File: src/rtl/tdm_pkg.sv
// Shared constants and state type for the 16:1 TDM receive demultiplexer.
// Build with TDM_DEMUX_PARITY_EN defined to add a trailing even-parity slot per frame.
package tdm_pkg;
    localparam int N_CH         = 16;
    localparam int PARITY_SLOTS = 17;
`ifdef TDM_DEMUX_PARITY_EN
    localparam int N_SLOT = PARITY_SLOTS;
    localparam int SEL_W  = 5;
`else
    localparam int N_SLOT = N_CH;
    localparam int SEL_W  = 4;
`endif

    typedef enum logic {
        IDLE = 1'b0,
        RUN  = 1'b1
    } state_t;
endpackage

File: src/rtl/tdm_slot_ctr.sv
// Slot index counter: increments when enabled, wraps after the last slot,
// and can be loaded to 1 when a slot-0 sample starts a new frame.
module tdm_slot_ctr
    import tdm_pkg::*;
(
    input  logic             clk,
    input  logic             rst,
    input  logic             inc,
    input  logic             load1,
    output logic [SEL_W-1:0] sel,
    output logic             tc
);
    localparam logic [SEL_W-1:0] LAST_SLOT = SEL_W'(N_SLOT - 1);

    assign tc = (sel == LAST_SLOT);

    always_ff @(posedge clk or posedge rst) begin
        if (rst) begin
            sel <= '0;
        end else if (load1) begin
            sel <= SEL_W'(1);
        end else if (inc) begin
            sel <= tc ? '0 : sel + 1'b1;
        end
    end
endmodule

File: src/rtl/tdm_demux16.sv
// Receive side of a 16:1 TDM serial link: rebuilds each frame into a parallel word.
// Optional TDM_DEMUX_PARITY_EN adds a 17th even-parity slot and a parity_err pulse.
module tdm_demux16
    import tdm_pkg::*;
(
    input  logic             clk,
    input  logic             rst,
    input  logic             en,
    input  logic             frame_sync,
    input  logic             data_in,
    output logic [SEL_W-1:0] sel,
    output logic [N_CH-1:0]  data_out,
    output logic             data_valid,
    output logic             frame_err,
`ifdef TDM_DEMUX_PARITY_EN
    output logic             parity_err,
`endif
    output logic             busy
);
    state_t          state, next_state;
    logic [N_CH-1:0] shadow;
    logic            tc;
    logic            load1, inc, wr, complete, misalign, data_slot;
    logic [3:0]      wr_idx;

    tdm_slot_ctr u_ctr (
        .clk   (clk),
        .rst   (rst),
        .inc   (inc),
        .load1 (load1),
        .sel   (sel),
        .tc    (tc)
    );

    always_ff @(posedge clk or posedge rst) begin
        if (rst) begin
            state <= IDLE;
        end else begin
            state <= next_state;
        end
    end

    // A sync bit always restarts at slot 0; it is an error only if a frame was partly received.
    always_comb begin
        next_state = state;
        load1      = 1'b0;
        inc        = 1'b0;
        wr         = 1'b0;
        complete   = 1'b0;
        misalign   = 1'b0;
        if (en) begin
            case (state)
                IDLE: begin
                    if (frame_sync) begin
                        load1      = 1'b1;
                        wr         = 1'b1;
                        next_state = RUN;
                    end
                end
                RUN: begin
                    wr = 1'b1;
                    if (frame_sync) begin
                        load1    = 1'b1;
                        misalign = (sel != '0);
                    end else begin
                        inc      = 1'b1;
                        complete = tc;
                    end
                end
                default: next_state = IDLE;
            endcase
        end
    end

    assign wr_idx = load1 ? 4'd0 : sel[3:0];
    assign busy   = (state == RUN);

`ifdef TDM_DEMUX_PARITY_EN
    // The parity slot is never stored; it is consumed directly at completion.
    assign data_slot = load1 || !tc;
`else
    assign data_slot = 1'b1;
`endif

    always_ff @(posedge clk or posedge rst) begin
        if (rst) begin
            shadow     <= '0;
            data_out   <= '0;
            data_valid <= 1'b0;
            frame_err  <= 1'b0;
`ifdef TDM_DEMUX_PARITY_EN
            parity_err <= 1'b0;
`endif
        end else begin
            data_valid <= 1'b0;
            frame_err  <= misalign;
`ifdef TDM_DEMUX_PARITY_EN
            parity_err <= 1'b0;
`endif
            if (wr && data_slot) begin
                shadow[wr_idx] <= data_in;
            end
            if (complete) begin
                data_valid <= 1'b1;
`ifdef TDM_DEMUX_PARITY_EN
                data_out   <= shadow;
                parity_err <= (^shadow) ^ data_in;
`else
                data_out   <= {data_in, shadow[N_CH-2:0]};
`endif
            end
        end
    end
endmodule
File: config.mk
export PLATFORM = sky130hd
export DESIGN_NAME = tdm_demux16
export DESIGN_NICKNAME = d
export VERILOG_FILES = /design/src/rtl/tdm_pkg.sv /design/src/rtl/tdm_slot_ctr.sv /design/src/rtl/tdm_demux16.sv
export SDC_FILE = /design/constraint.sdc
export NUM_CORES = 1
export LEC_CHECK = 0
export ABC_AREA = 1
export BUFFER_PORTS_ARGS = -buffer_cell sky130_fd_sc_hd__buf_2
export CORE_MARGIN = 1.5
export CORE_UTILIZATION = 35
export CTS_CLUSTER_SIZE = 28
export DETAILED_ROUTE_END_ITERATION = 16
export PLACE_DENSITY = 0.65
export SETUP_SLACK_MARGIN = 0.2
export SKIP_LAST_GASP = 1
export SYNTH_ARGS = -nofsm -noshare
export SYNTH_HDL_FRONTEND = slang
export SYNTH_SLANG_ARGS = --single-unit
export TNS_END_PERCENT = 10
File: constraint.sdc
create_clock -name clk -period 1.3 [get_ports clk]
set_clock_uncertainty 0.1 [all_clocks]
set_input_delay 0 -clock clk [delete_from_list [all_inputs] [get_ports clk]]
set_output_delay 0 -clock clk [all_outputs]
set_load 0.02 [all_outputs]
* Word-level counts from Yosys, hierarchy flattened
Cells that the tools add are included.
Operators by class: add/subtract/negate cells 1, magnitude comparators 2, equality and inequality tests 1, multiplexer cells 22, bitwise gates (word level) 1, reductions and logical operators 3
Operators with widths (count):
- bitwise mux 16 bit | 1
- 2-to-1 mux 4 bit | 4
- 2-to-1 mux 1 bit | 15
- less-than comparator 4 x 5 -> 1 bit (second input constant) | 1
- adder 4 x 1 -> 4 bit (second input constant) | 1
- demux 1 bit (select 4 bit) | 1
- equality test 4 bit (second input constant) | 1
- greater-or-equal comparator 4 x 1 -> 1 bit (second input constant) | 1
- nonzero test 4 bit | 1
- case mux 1 bit (2 select lines) | 1
- nonzero test 2 bit | 1
- logical AND 1 bit | 1
- NOT 1 bit | 1
Storage, ports and cells: bits in registers 39, input port bits 5, output and inout port bits 23, word-level logic and storage cells 36

* Logic depth before layout (Yosys ltp)
Gate-level depths: netlist (run 1).
depth after elaboration 8, mapped depth 8, depth with buffers taken out 7

* Cells and area by module
A second synthesis (run 1) with hierarchy kept.
Second synthesis, totals: cell total of the unflattened synthesis 215, area total of the unflattened synthesis 1714.1 sq um
By module, submodules not included:
- tdm_demux16 | instances 1, cells each 181, area each 1475.2 sq um, seq. area each 850.8 sq um
- tdm_slot_ctr | instances 1, cells each 34, area each 239.0 sq um, seq. area each 100.1 sq um

* Least setup slack after synthesis (run 1)
OpenSTA, ideal clock, no wires.
path kind reg-to-reg, start point register u_ctr.sel[1], end point register data_out[15], library setup time 117 ps, arrival time 1354 ps, data required time 1083 ps, path slack -270 ps, cell stages (with the launch flop) 8, buffers on the path 1, period minus slack after synthesis 1570 ps, cell sequence dfrtp_1 -> ha_1 -> nand3_2 -> inv_2 -> nand2_4 -> buf_2 -> nand2_1 -> nand2_1
On the way: word-level cells in the longest chain between the ends 4
RTL lines:
- start: declaration | RTL line tdm_slot_ctr.sv:10 | output logic [SEL_W-1:0] sel,
- start signal: assignment | RTL line tdm_slot_ctr.sv:23 | sel <= tc ? '0 : sel + 1'b1;
- equality test 4 bit | RTL line tdm_slot_ctr.sv:15 | assign tc = (sel == LAST_SLOT);
- 2-to-1 mux 1 bit | RTL line tdm_demux16.sv:62 | if (frame_sync) begin
- 2-to-1 mux 1 bit | RTL line tdm_demux16.sv:52 | case (state)
- 2-to-1 mux 1 bit | RTL line tdm_demux16.sv:51 | if (en) begin
- end signal: assignment | RTL line tdm_demux16.sv:109 | data_out <= {data_in, shadow[N_CH-2:0]};
- end: declaration | RTL line tdm_demux16.sv:12 | output logic [N_CH-1:0] data_out,
Every way passes these cells. A chain may end at the register's enable or synchronous reset.

* Worst setup path after layout (run 1)
start point register u_ctr.sel[1], end point register data_out[0]
The elaborated chain is that of the path after synthesis.

==> results of run 1 <==
-- worst reg2reg max path: cells and delay by family (launching register included) --
kind | cells | cell delay (ns)
fa+ha+maj | 1 | 0.17
buf+inv | 2 | 0.26
flops | 1 | 0.43
simple gates | 4 | 0.25
-- sequential cells by signal (all words and copies together) (netlist names) --
signal	count
u_ctr.sel	4
busy	1
data_valid	1
frame_err	1
shadow	15
data_out	16
-- metal layers --
layer | part of all wire (%) | vias up
met1 | 47 | 688
met3 | 5.0 | 5
met2 | 46 | 46
met5 | 0 | -
met4 | 1.0 | 0
li1 | - | 746
-- worst min-delay path by stage --
stage,start,endpoint,slack [ns],cells after the start
finish,frame_sync,u_ctr.sel[1],-0.04,4
global route,frame_sync,u_ctr.sel[1],-0.02,4
CTS,frame_sync,u_ctr.sel[1],-0.05,4
detailed placement,rst,data_out[5],-0.03,3
global placement,rst,data_out[5],-0.03,3
floorplan,frame_sync,u_ctr.sel[1],0.06,3
-- layout make-up --
cell class / count / area [um^2] / area share [%]
clock inverter: 2 / 60.1 / 2.49
multi-input combinational: 152 / 852 / 35.3
tap: 70 / 87.6 / 3.63
timing repair buffer: 45 / 337 / 13.9
sequential: 38 / 956 / 39.6
clock buffer: 6 / 82.6 / 3.42
inverter: 9 / 41.3 / 1.71
-- power by group through the flow --
stage                     sequential, mW  combinational [mW]  clock (mW)
final                               1.43               0.575        1.26
after global routing                1.44               0.648        1.31
after CTS                           1.42               0.569        1.28
after detailed placement            1.44               0.508           0
after global placement              1.44               0.497           0
after floorplan                     1.45               0.370           0
-- timing repair --
action,in CTS,in global routing
resized for setup,9,25
endpoints found under the hold margin,41,1
cloned,0,1
setup buffers,3,0
setup endpoints to repair,38,40
pin swaps,5,12
-- placed cells by master, fill, tap and decap left out, drive strengths merged --
cell | synthesis | layout
inv | 9 | 9
nand3 | 19 | 19
o21ai | 6 | 6
nand4 | 9 | 9
buf | 8 | 42
bufinv | 0 | 2
a21oi | 2 | 2
dlygate4sd3 | 0 | 2
dfrtp | 38 | 38
ha | 2 | 2
clkbuf | 1 | 7
nand2 | 102 | 102
a31oi | 1 | 1
nor2 | 10 | 10
or2 | 1 | 1
-- kinds of logic after synthesis --
| family | count (synthesis) |
|---|---|
| compound gates | 9 |
| fa+ha+maj | 2 |
| buf+inv | 18 |
| simple gates | 141 |
| flops | 38 |
==> impl_metrics.env, run 1 <==
export IMPL_place_ws_ns=0.0124
export IMPL_synthXorXnorAreaFrac_pct=0
export IMPL_synthFlopType="dfrtp_1"
export IMPL_n_antenna_cell=0
export IMPL_clk_latency_ns=0.30
export IMPL_grt_overflow_total=0
export IMPL_netlist_area_um2=1820
export IMPL_p_int_mw=2.37
export IMPL_core_um2=5070
export IMPL_grt_busiest_layer="met2"
export IMPL_antenna_found_initial=0
export IMPL_grt_max_degree=39
export IMPL_setup_viol=5
export IMPL_die_area_um2=5640
export IMPL_setup_tns_ns=-0.0397
export IMPL_ys_types=27
export IMPL_grt_pass1_wl_um=6270
export IMPL_startpoint_type="flip-flop"
export IMPL_vias=1485
export IMPL_p_clk_share_pct=38.6
export IMPL_finalMaxSlewViolations=0
export IMPL_p_leak_nw=1.25
export IMPL_n_fill_cell=503
export IMPL_synth_compound_gate_area_share_pct=3.37
export IMPL_critical_path_peak_fanout=5
export IMPL_synth_seq_cells=38
export IMPL_timing_rr_end="data_out[0]"
export IMPL_whs_ns=-0.0371
export IMPL_drive_gt1_share_pct=36.9
export IMPL_crit_required_ns=1.40
export IMPL_gp_congestion=0.802
export IMPL_io_buffers=27
export IMPL_ys_seq_area_share_pct=52.2
export IMPL_cts_tree="built"
export IMPL_wl_per_cell_um=11.5
export IMPL_dpl_cell_count=308
export IMPL_cts_htree_levels=2
export IMPL_violations="negative hold slack, negative setup slack"
export IMPL_power_density_nw_per_um2=1350
export IMPL_first_pass_iters=5
export IMPL_cp_startpoint="u_ctr.sel[1]"
export IMPL_avgSynthCellArea_um2=8.75
export IMPL_initial_utilization_pct=35.9
export IMPL_fin_ws_ns=-0.0152
export IMPL_wl_um=3720
export IMPL_area_delta_synth_final_pct=32.7
export IMPL_synthMostInstantiatedCell="nand2_1"
export IMPL_placed_cell_area_um2=2090
export IMPL_synthAdderAreaFrac_pct=1.37
export IMPL_fin_total_pwr_mw=3.26
export IMPL_use_met3_pct=3.88
export IMPL_ys_warn_count=0
export IMPL_viasPerCell=4.61
export IMPL_tightest_slew_ns=0.328
export IMPL_nets=258
export IMPL_end_kind="flip-flop"
export IMPL_r2r_setup_slack_ns=-0.02
export IMPL_die_height_um=75.1
export IMPL_synth_simple_area_share_pct=36.6
export IMPL_finalCritPeriodShare_pct=101
export IMPL_critical_path_endpoint="data_out[0]"
export IMPL_drc_errors=0
export IMPL_timing_final_hold_violations=2
export IMPL_dp_hpwl_um=2470
export IMPL_netlist_top_cells_area="dfrtp_1, nand2_1, nand3_1"
export IMPL_cpPeakStageDelay_ns=0.43
export IMPL_synth_edf_count=0
export IMPL_grt_met1_usage_pct=19.0
export IMPL_ir_drop_mv=0.500
export IMPL_groute_usage_overall_pct=14.7
export IMPL_root_buffer="clkbuf_8"
export IMPL_outcome="complete, but fails checks"
export IMPL_syn_inst=208
export IMPL_fmax_mhz=760
export IMPL_ff2ff_path_depth=7
export IMPL_cts_buffer_depth=2
export IMPL_path_delay_family="flip-flops"
export IMPL_arrival_ns=1.41
export IMPL_r2r_start="u_ctr.sel[1]"
export IMPL_slew_headroom_pct=78.2
export IMPL_drtAntennaViolNets=0
export IMPL_crit_type="reg -> reg"
export IMPL_design_area_um2=2420
export IMPL_final_core_util_pct=47.6
export IMPL_synth_top_area_cell="dfrtp_1"
export IMPL_hold_class="in -> reg"
export IMPL_boundaryPins=28
export IMPL_crit_buf_inv=2
export IMPL_grt_pass1_vias=1407
export IMPL_cts_buffers=5
export IMPL_drtIter0Drc=79
export IMPL_synth_top_cells_by_count="nand2_1, dfrtp_1, nand3_1"
export IMPL_cts_hold_buffers=2
export IMPL_met2_usage_pct=23.5
export IMPL_comb_power_share_pct=17.7
export IMPL_synth_top_family_by_area="simple AND/OR/NAND/NOR gates"
export IMPL_rows=26
export IMPL_drv_cap=0
export IMPL_die_w_um=75.1
export IMPL_clk_pin_slew_ns=0.08
export IMPL_path_cells="ha_4 > nand3_4 > inv_4 > nand2_8 > clkbuf_16 > nand2_2 > nand2_1"
export IMPL_seqPwrFrac_pct=43.7
export IMPL_cts_sinks=38
export IMPL_final_cells=322
export IMPL_yosysTopAreaCellShare_pct=52.2
export IMPL_slowest_stage="dfrtp_2"
export IMPL_switching_share_pct=27.3
export IMPL_path_depth=7
export IMPL_async_reset_ff_share_pct=100
export IMPL_synth_nets=215
export IMPL_rsz0062_at_grt="true"
export IMPL_final_min_clock_period_ns=1.32
export IMPL_p_sw_mw=0.889
export IMPL_muxShareOfSynthArea_pct=0
(Power assumes the default switching activity.)
==> run 2, diff against run 1 <==
Settings changed: CORE_UTILIZATION 35 to 50, PLACE_DENSITY 0.65 to 0.72.
==> impl_metrics.env, run 2 (synthesized netlist as in run 1, its figures left out) <==
export IMPL_outcome="complete, but fails checks"
export IMPL_violations="negative hold slack"
export IMPL_die_area_um2=4010
export IMPL_setup_tns_ns=0
export IMPL_place_ws_ns=-0.00298
export IMPL_drive_gt1_share_pct=29.1
export IMPL_drtAntennaViolNets=0
export IMPL_crit_required_ns=1.43
export IMPL_grt_max_degree=39
export IMPL_finalMaxSlewViolations=0
export IMPL_end_kind="flip-flop"
export IMPL_first_pass_iters=4
export IMPL_wl_per_cell_um=12.0
export IMPL_rows=21
export IMPL_grt_pass1_wl_um=6360
export IMPL_regMostFlops="data_out"
export IMPL_hold_class="in -> reg"
export IMPL_rsz0062_at_grt="true"
export IMPL_drv_cap=0
export IMPL_final_cell_mix="nand2_1, dfrtp_1, buf_2"
export IMPL_final_core_util_pct=64.0
export IMPL_fmax_mhz=773
export IMPL_largest_reg_flops=16
export IMPL_p_int_mw=1.80
export IMPL_p_sw_mw=0.825
export IMPL_antenna_found_initial=0
export IMPL_arrival_ns=1.42
export IMPL_setup_viol=0
export IMPL_drc_errors=0
export IMPL_startpoint_type="flip-flop"
export IMPL_vias=1449
export IMPL_core_um2=3420
export IMPL_viasPerCell=4.95
export IMPL_nets=253
export IMPL_ir_drop_mv=0.704
export IMPL_comb_power_share_pct=21.4
export IMPL_boundaryPins=28
export IMPL_p_leak_nw=1.19
export IMPL_cts_buffers=5
export IMPL_whs_ns=-0.0991
export IMPL_largestRegisters="data_out (16), shadow (15), u_ctr.sel (4)"
export IMPL_design_area_um2=2190
export IMPL_cts_tree="built"
export IMPL_n_fill_cell=301
export IMPL_io_buffers=27
export IMPL_cts_hold_buffers=2
export IMPL_p_clk_share_pct=24.4
export IMPL_n_antenna_cell=0
export IMPL_critical_path_peak_fanout=6
export IMPL_timing_final_hold_violations=4
export IMPL_root_buffer="clkbuf_4"
export IMPL_cts_htree_levels=2
export IMPL_clk_pin_slew_ns=0.11
export IMPL_finalCritPeriodShare_pct=99.5
export IMPL_seqPwrFrac_pct=54.2
export IMPL_cts_setup_buffers=0
export IMPL_placed_cell_area_um2=2070
export IMPL_fin_ws_ns=0.00663
export IMPL_area_delta_synth_final_pct=20.1
export IMPL_layout_commonest_cell="nand2_1"
export IMPL_tightest_slew_ns=0.318
export IMPL_groute_usage_overall_pct=20.4
export IMPL_gp_congestion=0.843
export IMPL_final_min_clock_period_ns=1.29
export IMPL_slew_headroom_pct=78.7
export IMPL_die_w_um=63.3
export IMPL_switching_share_pct=31.4
export IMPL_drtIter0Drc=79
export IMPL_cts_sinks=38
export IMPL_clk_latency_ns=0.33
export IMPL_grt_pass1_vias=1402
export IMPL_crit_type="reg -> reg"
export IMPL_cts_buffer_depth=2
export IMPL_wl_um=3510
export IMPL_grt_overflow_total=0
export IMPL_die_height_um=63.3
export IMPL_dp_hpwl_um=2500
export IMPL_initial_utilization_pct=53.3
export IMPL_power_density_nw_per_um2=1200
run 2: cell count changes in the layout (fill, tap and decap cells not counted), moves of 5 or more:
cell and change:
clkbuf_4 +5, clkbuf_8 -5, nand2_1 +15, nand2_2 -12
run 2: through the flow:
step	cells	total power [mW]	hold slack (ns)
floorplan	208	1.82	0.0551
global placement	283	1.95	-0.0356
detailed placement	283	1.97	-0.0286
CTS	293	2.65	-0.111
global route	293	2.81	-0.0943
finish	293	2.63	-0.0991
run 2: final timing paths:
check / slack, ns / depth (start not counted) / from / end
min reg2reg: 0.38 / 2 / shadow[1] / data_out[1]
min: -0.1 / 4 / frame_sync / u_ctr.sel[1]
max: 0.007 / 6 / u_ctr.sel[0] / shadow[14]
min in group asynchronous: 0.13 / 4 / rst / data_valid
max reg2reg: 0.007 / 6 / u_ctr.sel[0] / shadow[14]
max in group asynchronous: 0.77 / 4 / rst / busy
run 2: area by class of cell:
class / count / area (um^2) / share of cell area (%)
clock buffer: 6 / 51.3 / 2.35
clock inverter: 2 / 12.5 / 0.572
inverter: 9 / 36.3 / 1.66
multi-input combinational: 152 / 786 / 35.9
sequential: 38 / 955 / 43.6
tap: 46 / 57.6 / 2.63
timing repair buffer: 40 / 289 / 13.2
run 2: per-layer routing:
metal	wire length [um]	up-vias	GRT usage, %
met4	53	0	7.07
met1	1610	663	27.4
met5	0	-	0
met2	1620	42	31.8
met3	223	6	5.54
li1	-	738	-
run 2: critical path, stage by stage (launching register included):
cell and delay (ns):
dfrtp_2 0.47, inv_1 0.12, nand3_2 0.11, nor2_4 0.19, nand2_1 0.07, nand2_1 0.06, nand2_1 0.06
run 2: power by group through the flow:
stage	clock network, mW	registers [mW]	logic [mW]
2_1_floorplan	0	1.45	0.370
3_3_place_gp	0	1.44	0.505
3_5_place_dp	0	1.45	0.523
4_1_cts	0.668	1.43	0.557
5_1_grt	0.731	1.45	0.629
6_report	0.643	1.42	0.562
run 2: what timing repair did:
action,4_1_cts,5_1_grt
cloned,0,0
setup endpoints to repair,41,42
pin swaps,2,1
hold endpoints to repair,58,4
gates resized for setup,8,2
==> run 3, diff against run 2 <==
Settings changed: CTS_CLUSTER_DIAMETER from default to 100, REMOVE_ABC_BUFFERS from default to 1.
==> impl_metrics.env, run 3 (synthesized netlist as in run 1, its figures left out) <==
export IMPL_outcome="complete, but fails checks"
export IMPL_violations="negative hold slack, negative setup slack"
export IMPL_slew_headroom_pct=68.2
export IMPL_die_height_um=63.3
export IMPL_antenna_found_initial=0
export IMPL_fmax_mhz=731
export IMPL_clk_pin_slew_ns=0.11
export IMPL_drive_gt1_share_pct=32.5
export IMPL_setup_viol=24
export IMPL_wl_per_cell_um=12.5
export IMPL_largest_reg_flops=16
export IMPL_grt_pass1_vias=1399
export IMPL_area_delta_synth_final_pct=26.5
export IMPL_setup_tns_ns=-0.484
export IMPL_rsz0062_at_grt="true"
export IMPL_clk_latency_ns=0.35
export IMPL_crit_type="reg -> reg"
export IMPL_dpl_cell_count=287
export IMPL_final_min_clock_period_ns=1.37
export IMPL_met2_usage_pct=30.8
export IMPL_core_um2=3420
export IMPL_tightest_slew_ns=0.477
export IMPL_io_buffers=27
export IMPL_cp_startpoint="u_ctr.sel[1]"
export IMPL_hold_class="in -> reg"
export IMPL_dp_hpwl_um=2430
export IMPL_path_cells="buf_6 > buf_12 > o21ai_4 > nand3_1 > nand2_1 > nand2_1"
export IMPL_layout_commonest_cell="nand2_1"
export IMPL_fin_ws_ns=-0.0671
export IMPL_ir_drop_mv=0.860
export IMPL_rows=21
export IMPL_n_fill_cell=294
export IMPL_grt_max_degree=39
export IMPL_die_area_um2=4010
export IMPL_use_met3_pct=5.36
export IMPL_grt_pass1_wl_um=6510
export IMPL_n_antenna_cell=0
export IMPL_r2r_start="u_ctr.sel[1]"
export IMPL_drv_cap=0
export IMPL_cpPeakStageDelay_ns=0.43
export IMPL_startpoint_type="flip-flop"
export IMPL_critical_path_peak_fanout=8
export IMPL_root_buffer="clkbuf_4"
export IMPL_final_cells=301
export IMPL_hp_start="frame_sync"
export IMPL_cts_htree_levels=2
export IMPL_cts_sinks=38
export IMPL_vias=1515
export IMPL_nets=261
export IMPL_cts_buffer_depth=2
export IMPL_slowest_stage="dfrtp_1"
export IMPL_grt_overflow_total=0
export IMPL_power_density_nw_per_um2=1310
export IMPL_largestRegisters="data_out (16), shadow (15), u_ctr.sel (4)"
export IMPL_r2r_setup_slack_ns=-0.07
export IMPL_boundaryPins=28
export IMPL_gp_congestion=0.851
export IMPL_finalMaxSlewViolations=0
export IMPL_viasPerCell=5.03
export IMPL_groute_usage_overall_pct=21.1
export IMPL_cts_tree="built"
export IMPL_end_kind="flip-flop"
export IMPL_timing_final_hold_violations=3
export IMPL_crit_required_ns=1.45
export IMPL_drc_errors=0
export IMPL_fin_total_pwr_mw=3.03
export IMPL_die_w_um=63.3
export IMPL_p_leak_nw=1.24
export IMPL_cts_hold_buffers=2
export IMPL_wl_um=3750
export IMPL_regMostFlops="data_out"
export IMPL_grt_busiest_layer="met2"
export IMPL_drtAntennaViolNets=0
export IMPL_grt_met1_usage_pct=29.3
export IMPL_cts_buffers=5
export IMPL_drtIter0Drc=84
export IMPL_finalCritPeriodShare_pct=105
export IMPL_first_pass_iters=4
export IMPL_arrival_ns=1.51
export IMPL_initial_utilization_pct=53.3
export IMPL_final_cell_mix="nand2_1, dfrtp_1, buf_2"
export IMPL_whs_ns=-0.0864
export IMPL_critPathMostFrequentCell="nand2_1"
==> run 3: repair_timing <==
item | in CTS | in global routing
endpoints found under the hold margin | 58 | 3
pin swaps | 11 | 3
gates resized for setup | 13 | 4
setup endpoints to repair | 42 | 42
setup buffers | 2 | 2
==> run 3: through the flow <==
step	cell area [um^2]	hold slack, ns	setup WS (ns)	utilization, %
after global routing	2300	-0.0931	-0.125	67.4
after floorplan	1740	0.00962	-0.280	-
after CTS	2270	-0.0985	-0.0326	66.3
final	2300	-0.0864	-0.0671	67.4
after detailed placement	2060	0.0340	-0.0848	60.3
after global placement	2060	0.0345	-0.0833	60.3
==> run 3: critical path, delay by kind of cell (launching register included) <==
| family | cells | cell delay (ns) |
|---|---|---|
| AO/OA/AOI/OAI | 1 | 0.25 |
| AND/OR/NAND/NOR | 3 | 0.23 |
| flip-flops | 1 | 0.43 |
| buffers and inverters | 2 | 0.27 |
==> run 3: routing by layer <==
metal  vias up  share of wire (%)
met5         -                  0
met4         0                1.9
met3         6                6.0
met2        47                 45
met1       702                 47
li1        760                  -
==> run 3: area by class of cell <==
class                      count  area, um^2  area share (%)
inverter                       9        41.3            1.79
tap                           46        57.6            2.50
clock buffer                   5        37.5            1.63
sequential                    38         951            41.3
clock inverter                 3        68.8            2.99
multi-input combinational    152         805            34.9
timing repair buffer          48         343            14.9
==> run 3: power breakdown <==
| part | leakage [nW] | switching [mW] | internal, mW |
|---|---|---|---|
| logic | 0.673 | 0.374 | 0.245 |
| registers | 0.512 | 0.0855 | 1.32 |
| clock network | 0.0554 | 0.402 | 0.602 |
==> run 3: path summary, 6_finish.rpt <==
| path | end | cells after the start |
|---|---|---|
| worst min register to register | data_out[7] | 2 |
| min in group asynchronous | data_out[7] | 4 |
| max in group asynchronous | u_ctr.sel[0] | 4 |
| worst max register to register | shadow[0] | 6 |
| worst max-delay path | shadow[0] | 6 |
| worst min-delay path | u_ctr.sel[1] | 4 |
